===== config.mk =====
export PLATFORM = sky130hd
export DESIGN_NAME = morse_symbol_classifier
export DESIGN_NICKNAME = d
export VERILOG_FILES = /design/src/rtl/morse_symbol_classifier.sv
export SDC_FILE = /design/constraint.sdc
export NUM_CORES = 1
export LEC_CHECK = 0
export CELL_PAD_IN_SITES_DETAIL_PLACEMENT = 1
export CELL_PAD_IN_SITES_GLOBAL_PLACEMENT = 2
export CORE_UTILIZATION = 30
export DETAILED_ROUTE_END_ITERATION = 8
export PLACE_DENSITY = 0.63
export SYNTH_ARGS = -nofsm -noshare
export SYNTH_HDL_FRONTEND = slang
export SYNTH_SLANG_ARGS = --single-unit

===== constraint.sdc =====
create_clock -name clk -period 4 [get_ports clk]
set_input_delay 0.4 -clock clk [delete_from_list [all_inputs] [get_ports clk]]
set_output_delay 0.4 -clock clk [all_outputs]
set_load 0.02 [all_outputs]

===== src/rtl/morse_symbol_classifier.sv =====
// morse_symbol_classifier
// Timing front end of the Morse decoder. Measures key-down and key-up
// durations in units of FINAL_VALUE clock cycles and emits one-cycle pulses
// for a completed dot or dash press, a letter gap and a word gap.
//
// Ports:
//   clk      in   system clock, rising edge
//   reset_n  in   asynchronous active-low reset
//   b        in   debounced key level (1 = pressed), synchronous to clk
//   dot      out  one-cycle pulse: dot press completed
//   dash     out  one-cycle pulse: dash press completed
//   LG       out  one-cycle pulse: letter gap reached
//   WG       out  one-cycle pulse: word gap reached
module morse_symbol_classifier #(
  parameter int unsigned FINAL_VALUE = 5_000_000,
  parameter int unsigned DASH_UNITS  = 2,
  parameter int unsigned LG_UNITS    = 3,
  parameter int unsigned WG_UNITS    = 7
) (
  input  logic clk,
  input  logic reset_n,
  input  logic b,
  output logic dot,
  output logic dash,
  output logic LG,
  output logic WG
);

  localparam int unsigned   TW     = (FINAL_VALUE > 1) ? $clog2(FINAL_VALUE) : 1;
  localparam logic [TW-1:0] TMAX   = TW'(FINAL_VALUE - 1);
  localparam logic [2:0]    DASH_U = 3'(DASH_UNITS);
  localparam logic [2:0]    LG_U   = 3'(LG_UNITS);
  localparam logic [2:0]    WG_U   = 3'(WG_UNITS);

  typedef enum logic [1:0] {
    S_IDLE,
    S_PRESS,
    S_GAP,
    S_LGAP
  } state_t;

  state_t        r_state;
  state_t        w_state_n;
  logic          r_b_q;
  logic [TW-1:0] r_timer;
  logic [2:0]    r_units;
  logic          r_dot, r_dash, r_lg, r_wg;
  logic          w_dot, w_dash, w_lg, w_wg;
  logic          w_rise, w_fall, w_edge, w_tick;

  assign w_rise = b & ~r_b_q;
  assign w_fall = ~b & r_b_q;
  assign w_edge = w_rise | w_fall;
  assign w_tick = ~w_edge && (r_timer == TMAX);

  // b_q resets high so a key already held when reset releases is not
  // mistaken for a fresh press.
  always_ff @(posedge clk or negedge reset_n) begin
    if (!reset_n) begin
      r_b_q <= 1'b1;
    end else begin
      r_b_q <= b;
    end
  end

  always_ff @(posedge clk or negedge reset_n) begin
    if (!reset_n) begin
      r_timer <= '0;
    end else if (w_edge || w_tick) begin
      r_timer <= '0;
    end else begin
      r_timer <= r_timer + 1'b1;
    end
  end

  // Saturating unit counter: long presses/gaps hold at 7 instead of wrapping.
  always_ff @(posedge clk or negedge reset_n) begin
    if (!reset_n) begin
      r_units <= '0;
    end else if (w_edge) begin
      r_units <= '0;
    end else if (w_tick && (r_units != 3'd7)) begin
      r_units <= r_units + 3'd1;
    end
  end

  always_ff @(posedge clk or negedge reset_n) begin
    if (!reset_n) begin
      r_state <= S_IDLE;
      r_dot   <= 1'b0;
      r_dash  <= 1'b0;
      r_lg    <= 1'b0;
      r_wg    <= 1'b0;
    end else begin
      r_state <= w_state_n;
      r_dot   <= w_dot;
      r_dash  <= w_dash;
      r_lg    <= w_lg;
      r_wg    <= w_wg;
    end
  end

  // A rise is checked before the gap thresholds so that a press starting on
  // the threshold cycle continues the letter without a gap pulse.
  always_comb begin
    w_state_n = r_state;
    w_dot     = 1'b0;
    w_dash    = 1'b0;
    w_lg      = 1'b0;
    w_wg      = 1'b0;
    case (r_state)
      S_IDLE: begin
        if (w_rise) w_state_n = S_PRESS;
      end
      S_PRESS: begin
        if (w_fall) begin
          w_state_n = S_GAP;
          if (r_units >= DASH_U) w_dash = 1'b1;
          else                   w_dot  = 1'b1;
        end
      end
      S_GAP: begin
        if (w_rise) begin
          w_state_n = S_PRESS;
        end else if (r_units == LG_U) begin
          w_lg      = 1'b1;
          w_state_n = S_LGAP;
        end
      end
      S_LGAP: begin
        if (w_rise) begin
          w_state_n = S_PRESS;
        end else if (r_units == WG_U) begin
          w_wg      = 1'b1;
          w_state_n = S_IDLE;
        end
      end
      default: w_state_n = S_IDLE;
    endcase
  end

  assign dot  = r_dot;
  assign dash = r_dash;
  assign LG   = r_lg;
  assign WG   = r_wg;

endmodule


Word level (Yosys, flattened, before mapping):

Index checks and enable logic that the tools add are counted.

* eq/ne operators: 11
* bitwise operators: 6
* add/subtract/negate cells: 2
* $lt $le $gt $ge: 1
* mux-type cells: 22
* reductions and logical operators: 6

Operators by type and width (number)
* $add 23x1->23 const B: 1
* $eq 23x23->1 const B: 1
* $mux 23: 1
* $mux 1: 12
* $mux 2: 6
* $ne 3x3->1 const B: 3
* $pmux 2 s4: 1
* $mux 3: 2
* $eq 2x2->1 const B: 2
* $ne 2x2->1 const B: 2
* $reduce_and 4->1: 1
* $add 3x1->3 const B: 1
* $eq 3x2->1 const B: 1
* $eq 3x3->1 const B: 1
* $ge 3x2->1 const B: 1
* $not 1->1: 3
* $and 1x1->1: 2
* $eq 2x1->1 const B: 1
* $logic_and 1x1->1: 2
* $logic_not 2->1: 1
* $reduce_bool 2->1: 1
* $logic_or 1x1->1: 1
* $or 1x1->1: 1

* bits in registers: 33
* output and inout bits: 4
* logic and storage cells: 56
* input bits: 3

Longest topological paths before layout:

Gate-level depths: netlist of run 1.

* word-level depth: 8
* depth in mapped cells: 6
* depth with buffers taken out: 5

Worst setup path before layout of run 1:

Ideal clock, no wire load.

* path type: flip-flop to flip-flop
* from: register r_timer[6]
* to: register r_timer[10]
* setup slack: 2.025 ns
* arrival: 1.853 ns
* cell stages (with the launch flop): 7
* period minus slack after synthesis: 1.975 ns
* buffers on the path: 2
* library setup time: 0.121 ns
* path through: dfrtp_1 -> buf_6 -> or4b_1 -> or4_4 -> o21ai_2 -> buf_2 -> nor2_1

* cells in the longest elaborated chain, start to end: 4

Ends and longest elaborated chain
* from (decl): RTL line 45 `logic [TW-1:0] r_timer;`
* from (signal assigned): RTL line 72 `r_timer <= r_timer + 1'b1;`
* parallel branches: the longest is 3 deep, another holds $add 23x1->23
* $mux 23 (*): RTL line 69 `end else if (w_edge || w_tick) begin`

Mark *: on every way between the ends.
A chain may end at the register's enable or synchronous reset.

Worst setup path in the final report of run 1:

* from: register r_timer[6]
* to: register r_timer[8]

The elaborated chain is that of the path after synthesis.

==> summary.txt, run 1 <==
Worst setup path
  • Setup Crit Path Kind: flip-flop to flip-flop
  • Crit path max-delay family: simple AND/OR/NAND/NOR gates
  • CP peak stage delay: 0.76 ns
  • CP Data Required Time: 4.13 ns
  • CP Launch Type: flip-flop
  • Slowest CP cell: o21ai_2
  • CP endpoint kind: flip-flop
  • Worst-path maximum fanout: 22
  • CP Buf/Inv Count: 0
  • CP Cell Sequence: or4b_1, or4_4, o21ai_2, nor2_1
  • Worst path arrival time: 2.68 ns

Clock network
  • Setup Fix Bufs, Post-CTS: 0
  • Post-CTS Resized: 0
  • CTS Buf Count: 5
  • CTS tree: yes
  • Hold_buf cts: 0
  • CTS root buf: clkbuf_8
  • Worst skew pair latency: 0.29 ns
  • CTS clk-pin slew, worst paths: 0.07 ns
  • Sink Count: 33
  • Max clock buf depth: 2
  • CTS H-tree depth: 2

Cells and area
  • FILL cells: 610
  • Finished Layout Cells: 250
  • Antenna diodes: 0
  • Most common cell after layout, fill and taps aside: dfrtp_1
  • Syn-to-layout area delta: 12.4%
  • Nets: 188
  • Layout cell share with drive strength beyond 1: 6.11%
  • Commonest non-fill, non-tap cells in the layout: dfrtp_1 (32), nor2_1 (22), nand3_1 (11), o21ai_0 (11), xnor2_1 (11)

Floorplanning
  • Initial core utilization: 31.7%
  • Core outline area: 5200 sq um
  • Die X: 76.2 um
  • Die height: 76.2 um
  • Die footprint: 5800 sq um
  • Num rows: 26
  • Top Ports: 7

Global routing
  • Vias in the first global route: 1358
  • Wire length of the first global-routing pass: 6580 um
  • Gr ovfl total: 0
  • Initial antenna violation count: 0
  • Met1 global-route usage: 17.4%
  • Global route hottest layer: met2
  • Largest net degree at the start of global routing: 34
  • Global Route Usage Sum: 14.6%
  • Met2 Usage GRT: 24.8%
  • Met3 GRT Util: 3.71%

Synth
  • Xor/xnor share of the synthesized area: 7.43%
  • Syn Nets: 180
  • Synth async-reset ratio: 100%
  • Mux contribution to synthesized area: 0%
  • Synthesized instance count: 171
  • EDFF count, synth: 0
  • Adder-cell share of the synthesized area: 4.55%
  • Syn Area/Cell: 9.65 sq um
  • Area share of the largest cell type after synthesis: 48.5%
  • Largest family of logic cells by synthesized area: simple AND/OR/NAND/NOR gates
  • Synth top area cells: dfrtp_1 (49%), xnor2_1 (5.8%), nor2_1 (5.0%)
  • Flops & latches, synth: 33
  • Area leader, netlist: dfrtp_1
  • Mapped Area: 1650 sq um
  • Yosys warns: 0
  • Synth Flop Type: dfrtp_1
  • Yosys cell types: 32
  • Post-synthesis simple-gate area fraction: 25.9%
  • Compound-Gate Fraction of Synth Area: 8.49%
  • Sequential-to-total area share from yosys stat: 50.1%

Pwr
  • Leak: 0.736 nW
  • Overall Power: 0.000645 W
  • Power Density: 348 nW/um^2
  • Maximum vdd ir drop: 0.000114 V

STA
  • Max Freq: 393 MHz
  • Setup violations, final: 0
  • Setup WS post-layout: 1.45 ns
  • Final hold violations: 0
  • Slew headroom: 38.0%
  • Tightest Pin Transition: 0.929 ns
  • Final TNS setup: 0 ns
  • Period utilisation layout: 63.7%
  • Final Slew Violations: 0
  • Tmin final: 2.55 ns
  • Clk_skew: 0.00851 ns
  • RSZ-0062 raised after global routing: no

Place
  • I/O Buffers: 6
  • Post-DP HPWL: 2750 um
  • Total placed cells including tap cells: 242
  • Final RePlAce weighted congestion: 0.735
  • Pre-CTS setup slack: 1.40 ns

Route
  • DRT Pass-1 Iters: 4
  • Post-route ant nets: 0
  • Vias per cell: 5.08
  • DR DRC count: 0
  • Starting DRC count in detailed routing: 24
  • Wire length per cell: 15.0 um
  • Via Count: 1270
  • Routed WL: 3750 um

Run
  • MaxCap Viol Count: 0

Hold path
  • Hold Crit Class: flip-flop to flip-flop

Status
  • Status: finished, final reports clean
[worst paths after layout]
check | start | cells after the start | to | slack [ns]
max | r_timer[6] | 4 | r_timer[8] | 1.45
min | r_timer[0] | 1 | r_timer[0] | 0.47
max reg2reg | r_timer[6] | 4 | r_timer[8] | 1.45
min reg2reg | r_timer[0] | 1 | r_timer[0] | 0.47
max in group asynchronous | reset_n | 2 | r_b_q | 3.14
min in group asynchronous | reset_n | 2 | dash | 0.52
[logic make-up after synthesis]
family / count (synthesis)
buffers and inverters: 13
flip-flops: 33
XOR/XNOR: 14
adder cells (fa/ha/maj): 6
AND/OR/NAND/NOR: 80
AO/OA/AOI/OAI: 25
[power by group]
part           switching (W)  internal (W)
logic              0.0000279     0.0000161
clock network       0.000126      0.000121
registers          0.0000104      0.000344
[state kept, by name (all words and copies together), names as in the netlist]
name and cells:
LG 1, WG 1, dash 1, dot 1
r_b_q 1, r_state 2, r_timer 23, r_units 3
[cell usage after synthesis (2+ instances only)]
library cell / n
buf_2: 2
nor2_1: 22
nand4_1: 4
a21boi_1: 3
xnor2_1: 11
or4_1: 2
nor4_1: 6
ha_1: 6
a21oi_1: 9
and2_1: 2
clkbuf_1: 3
nand2_1: 9
nand3_1: 11
xor2_1: 3
dfrtp_1: 32
o21ai_0: 11
inv_1: 7
and3_1: 2
nor3_1: 4
or3_1: 10
[layer usage]
| metal | vias to the layer above | share of wire, % |
|---|---|---|
| li1 | 611 | - |
| met1 | 638 | 44 |
| met2 | 15 | 51 |
| met3 | 6 | 2.9 |
| met4 | 0 | 1.6 |
| met5 | - | 0 |
[through the flow]
step,hold WS [ns],utilization (%),instance area (sq um)
final,0.470,35.6,1860
after global routing,0.513,35.6,1860
after CTS,0.479,35.6,1860
after detailed placement,0.469,34.1,1770
after global placement,0.454,34.1,1770
after floorplan,0.104,-,1650
[final cells by class]
| cell class | instances | area (sq um) | share of cell area [%] |
|---|---|---|---|
| clock buffer | 6 | 72.6 | 3.91 |
| clock inverter | 2 | 10.0 | 0.539 |
| inverter | 7 | 26.3 | 1.42 |
| multi-input combinational | 125 | 764 | 41.2 |
| sequential | 33 | 827 | 44.6 |
| tap | 70 | 87.6 | 4.72 |
| timing repair buffer | 7 | 67.6 | 3.64 |
Note: power is estimated with default switching activity, not from simulation.
==> run 2, diff against run 1 <==
- clock period: 4 -> 2.43 ns (I/O delays scaled with it)
==> summary.txt, run 2 (synthesis results as in run 1) <==
Status
  • Status: finished, final reports clean

STA
  • Setup violations, final: 0 (unchanged)
  • Clk_skew: 0.00779 ns (-0.000719 ns)
  • Final TNS setup: 0 ns (unchanged)
  • Tmin final: 2.10 ns (-0.445 ns)
  • Slew headroom: 71.2% (+33 points)
  • Tightest Pin Transition: 0.432 ns (-0.497 ns)
  • Final Slew Violations: 0 (unchanged)
  • Period utilisation layout: 86.5% (+23 points)
  • Max Freq: 475 MHz (+21%)
  • RSZ-0062 raised after global routing: no
  • Final hold violations: 0 (unchanged)

Worst setup path
  • CP Cell Sequence: or4b_1, or4_4, o21ai_2, buf_4, nor2_1
  • CP Buf/Inv Count: 1 (+1)
  • Worst path arrival time: 2.27 ns (-0.41 ns)
  • CP endpoint kind: flip-flop
  • Reg2reg path depth: 5 (+1)
  • CP peak stage delay: 0.53 ns (-0.23 ns)
  • FF-to-FF End: r_timer[4]
  • CP Launch Type: flip-flop
  • Slowest CP cell: or4b_1
  • Worst-path maximum fanout: 22 (unchanged)
  • FF-to-FF setup slack: 0.33 ns (-1.13 ns)
  • CP Data Required Time: 2.59 ns (-1.54 ns)
  • Setup Crit Path Kind: flip-flop to flip-flop
  • Worst r2r src: r_timer[6]
  • Crit path max-delay family: simple AND/OR/NAND/NOR gates

Global routing
  • Wire length of the first global-routing pass: 6550 um (-0.52%)
  • Vias in the first global route: 1409 (+3.8%)
  • Largest net degree at the start of global routing: 34 (unchanged)
  • Initial antenna violation count: 0 (unchanged)
  • Gr ovfl total: 0 (unchanged)
  • Global Route Usage Sum: 14.4% (-0.22 points)

Route
  • Routed WL: 3750 um (about the same)
  • Via Count: 1243 (-2.1%)
  • Wire length per cell: 14.8 um (-1.1%)
  • Vias per cell: 4.91 (-3.3%)
  • DR DRC count: 0 (unchanged)
  • Starting DRC count in detailed routing: 31 (+29%)
  • Post-route ant nets: 0 (unchanged)
  • DRT Pass-1 Iters: 4 (unchanged)

Clock network
  • CTS tree: yes
  • CTS H-tree depth: 2 (unchanged)
  • Post-CTS Resized: 0 (unchanged)
  • Hold_buf cts: 0 (unchanged)
  • CTS root buf: clkbuf_8
  • Worst skew pair latency: 0.28 ns (about the same)
  • Setup Fix Bufs, Post-CTS: 0 (unchanged)
  • Max clock buf depth: 2 (unchanged)
  • CTS clk-pin slew, worst paths: 0.07 ns (about the same)
  • Sink Count: 33 (unchanged)
  • CTS Buf Count: 5 (unchanged)

Pwr
  • Overall Power: 0.00106 W (+64%)
  • Power Density: 563 nW/um^2 (+62%)
  • Leak: 0.749 nW (+1.8%)
  • Maximum vdd ir drop: 0.000176 V (+54%)

Floorplanning
  • Die height: 76.2 um (unchanged)
  • Initial core utilization: 31.7% (unchanged)
  • Top Ports: 7 (unchanged)
  • Num rows: 26 (unchanged)
  • Die footprint: 5800 sq um (unchanged)
  • Core outline area: 5200 sq um (unchanged)
  • Die X: 76.2 um (unchanged)

Place
  • Final RePlAce weighted congestion: 0.718 (-2.3%)
  • Post-DP HPWL: 2760 um (+0.18%)
  • I/O Buffers: 6 (unchanged)

Cells and area
  • Antenna diodes: 0 (unchanged)
  • Layout cell share with drive strength beyond 1: 7.65% (+1.5 points)
  • Largest reg by FF count: r_timer
  • Top flop regs: r_timer (23), r_units (3), r_state (2)
  • Most common cell after layout, fill and taps aside: dfrtp_1
  • Nets: 191 (+1.6%)
  • Syn-to-layout area delta: 13.8%
  • Max FFs per register: 23 (unchanged)
  • Commonest non-fill, non-tap cells in the layout: dfrtp_1 (32), nor2_1 (22), nand3_1 (11), o21ai_0 (11), xnor2_1 (11)

Run
  • MaxCap Viol Count: 0 (unchanged)

Hold path
  • Hold Crit Class: input pin to async pin
[run 2: cell types whose count changed in the layout (fill, tap and decap cells not counted), sizes merged]
cell / previous run / this run
buf: 1 / 4
[run 2: worst max-delay path by stage]
stage	startpoint	endpoint	slack, ns	cells after the start
detailed placement	r_timer[6]	r_timer[15]	0.32	5
finish	r_timer[6]	r_timer[4]	0.33	5
CTS	r_timer[6]	r_timer[18]	0.31	5
global route	r_timer[6]	r_timer[12]	0.24	5
floorplan	r_timer[6]	r_timer[10]	0.46	6
global placement	r_timer[6]	r_timer[10]	0.40	5
[run 2: metrics by stage]
step                      utilization (%)  cell area [sq um]  worst slack [ns]  cells  hold slack, ns
after global routing                 36.1               1880             0.237    253           0.410
after global placement               34.5               1800             0.404    245           0.451
after detailed placement             34.5               1800             0.325    245           0.466
after CTS                            36.1               1880             0.308    253           0.380
after floorplan                         -               1650             0.455    171         -0.0526
final                                36.1               1880             0.327    253           0.368
[run 2: metal layers]
metal | part of all wire [%] | vias up | global-route usage (%)
li1 | - | 616 | -
met1 | 47 | 612 | 18.0
met2 | 51 | 11 | 24.6
met3 | 1.7 | 4 | 2.51
met4 | 0.61 | 0 | 5.96
met5 | 0 | - | 0
[run 2: layout make-up]
| type | count | area, sq um |
|---|---|---|
| fillers | 606 | 3330 |
| flip-flops and latches | 33 | 827 |
| multi-input cells | 125 | 764 |
| repair buffers | 10 | 90.1 |
| well taps | 70 | 87.6 |
| clock buffers | 6 | 72.6 |
| inverters | 7 | 26.3 |
| clock inverters | 2 | 10.0 |
[run 2: power breakdown]
part / leakage [nW] / internal, W / total, W / switching (W)
Clock: 0.0450 / 0.000198 / 0.000399 / 0.000200
Sequential: 0.454 / 0.000566 / 0.000584 / 0.0000171
Combinational: 0.250 / 0.0000290 / 0.0000751 / 0.0000462
==> run 3, diff against run 2 <==
- CTS_BUF_LIST: unset -> sky130_fd_sc_hd__clkbuf_4
- clock period: 2.43 -> 2.4 ns (I/O delays scaled with it)
==> summary.txt, run 3 (synthesis results as in run 1) <==
Pwr
  • Maximum vdd ir drop: 0.000221 V (+26%)
  • Leak: 0.744 nW (-0.66%)
  • Power Density: 527 nW/um^2 (-6.4%)

STA
  • RSZ-0062 raised after global routing: no
  • Final TNS setup: 0 ns (unchanged)
  • Setup violations, final: 0 (unchanged)
  • Clk_skew: 0.00661 ns (-0.00119 ns)
  • Setup WS post-layout: 0.334 ns (+0.00711 ns)
  • Slew headroom: 71.4% (+0.20 points)
  • Final hold violations: 0 (unchanged)
  • Period utilisation layout: 86.1% (-0.46 points)
  • Max Freq: 484 MHz (+1.8%)
  • Tightest Pin Transition: 0.429 ns (-0.00298 ns)
  • Tmin final: 2.07 ns (-0.0371 ns)
  • Final Slew Violations: 0 (unchanged)

Global routing
  • Initial antenna violation count: 0 (unchanged)
  • Global Route Usage Sum: 14.1% (-0.29 points)
  • Wire length of the first global-routing pass: 6360 um (-2.9%)
  • Vias in the first global route: 1380 (-2.1%)
  • Gr ovfl total: 0 (unchanged)
  • Largest net degree at the start of global routing: 34 (unchanged)

Route
  • DR DRC count: 0 (unchanged)
  • Routed WL: 3630 um (-3.3%)
  • Vias per cell: 5.02 (+2.1%)
  • Via Count: 1269 (+2.1%)
  • Wire length per cell: 14.3 um (-3.3%)
  • DRT Pass-1 Iters: 4 (unchanged)
  • Post-route ant nets: 0 (unchanged)
  • Starting DRC count in detailed routing: 21 (-32%)

Clock network
  • CTS Buf Count: 5 (unchanged)
  • Sink Count: 33 (unchanged)
  • Setup Fix Bufs, Post-CTS: 0 (unchanged)
  • CTS root buf: clkbuf_4
  • Hold_buf cts: 0 (unchanged)
  • CTS clk-pin slew, worst paths: 0.10 ns (+0.03 ns)
  • Post-CTS Resized: 0 (unchanged)
  • CTS tree: yes
  • Max clock buf depth: 2 (unchanged)
  • Worst skew pair latency: 0.34 ns (+0.06 ns)
  • CTS H-tree depth: 2 (unchanged)

Floorplanning
  • Die X: 76.2 um (unchanged)
  • Top Ports: 7 (unchanged)
  • Initial core utilization: 31.7% (unchanged)
  • Die footprint: 5800 sq um (unchanged)
  • Die height: 76.2 um (unchanged)
  • Num rows: 26 (unchanged)
  • Core outline area: 5200 sq um (unchanged)

Place
  • Final RePlAce weighted congestion: 0.732 (+1.9%)
  • Post-DP HPWL: 2640 um (-4.5%)
  • Pre-CTS setup slack: 0.352 ns (+0.0276 ns)
  • I/O Buffers: 6 (unchanged)

Worst setup path
  • CP endpoint kind: flip-flop
  • Setup Crit Path Kind: flip-flop to flip-flop
  • Worst path arrival time: 2.33 ns (+0.06 ns)
  • CP Data Required Time: 2.67 ns (+0.08 ns)
  • Worst-path maximum fanout: 7 (-68%)
  • CP Launch Type: flip-flop

Cells and area
  • Commonest non-fill, non-tap cells in the layout: dfrtp_1 (32), nor2_1 (22), nand3_1 (11), o21ai_0 (11), xnor2_1 (11)
  • Largest reg by FF count: r_timer
  • Final core utilization: 35.8% (-0.29 points)
  • Max FFs per register: 23 (unchanged)
  • Antenna diodes: 0 (unchanged)
  • Most common cell after layout, fill and taps aside: dfrtp_1
  • Nets: 191 (unchanged)
  • Syn-to-layout area delta: 12.9%
  • Top flop regs: r_timer (23), r_units (3), r_state (2)
  • Layout cell share with drive strength beyond 1: 8.20% (+0.55 points)

Hold path
  • Hold Crit Class: input pin to async pin

Status
  • Status: finished, final reports clean

Run
  • MaxCap Viol Count: 0 (unchanged)
run 3: routing by layer:
| metal | global-route usage (%) | vias up | share of wire, % |
|---|---|---|---|
| met4 | 5.19 | 0 | 1.4 |
| li1 | - | 619 | - |
| met5 | 0 | - | 0 |
| met1 | 15.9 | 630 | 45 |
| met2 | 25.4 | 14 | 51 |
| met3 | 3.95 | 6 | 2.2 |
run 3: report_power, final:
part | internal [W] | switching (W)
Sequential | 0.000573 | 0.0000175
Clock | 0.000123 | 0.000188
Combinational | 0.0000334 | 0.0000470
Total | 0.000729 | 0.000252
run 3: layout make-up:
class	instances	area [sq um]
Inverter	7	26.3
Timing Repair Buffer	10	103
Tap cell	70	87.6
Clock buffer	6	45.0
Fill cell	601	3340
Multi-Input combinational cell	125	764
Sequential cell	33	827
Clock inverter	2	10.0
run 3: worst max-delay path: stages, from the launching register on:
cell and delay [ns]:
dfrtp_1 0.47, or4b_1 0.54, or4_4 0.49, or3_1 0.36, a21boi_1 0.15
run 3: worst paths after layout:
check	start	to	slack, ns	depth (start not counted)
max in group asynchronous	reset_n	r_b_q	1.76	2
min in group clk	b	r_b_q	0.38	1
worst max register to register	r_timer[6]	r_units[0]	0.33	4
worst min-delay path	reset_n	dot	0.30	2
worst max-delay path	r_timer[6]	r_units[0]	0.33	4
worst min register to register	r_timer[0]	r_timer[0]	0.48	1
run 3: per-stage QoR:
stage / area [sq um] / power [W] / cells / hold WS [ns]
2_1_floorplan: 1650 / 0.000643 / 171 / -0.0556
3_3_place_gp: 1810 / 0.000681 / 245 / 0.450
3_5_place_dp: 1810 / 0.000686 / 245 / 0.469
4_1_cts: 1860 / 0.00101 / 253 / 0.304
5_1_grt: 1860 / 0.00105 / 253 / 0.322
6_report: 1860 / 0.000982 / 253 / 0.304
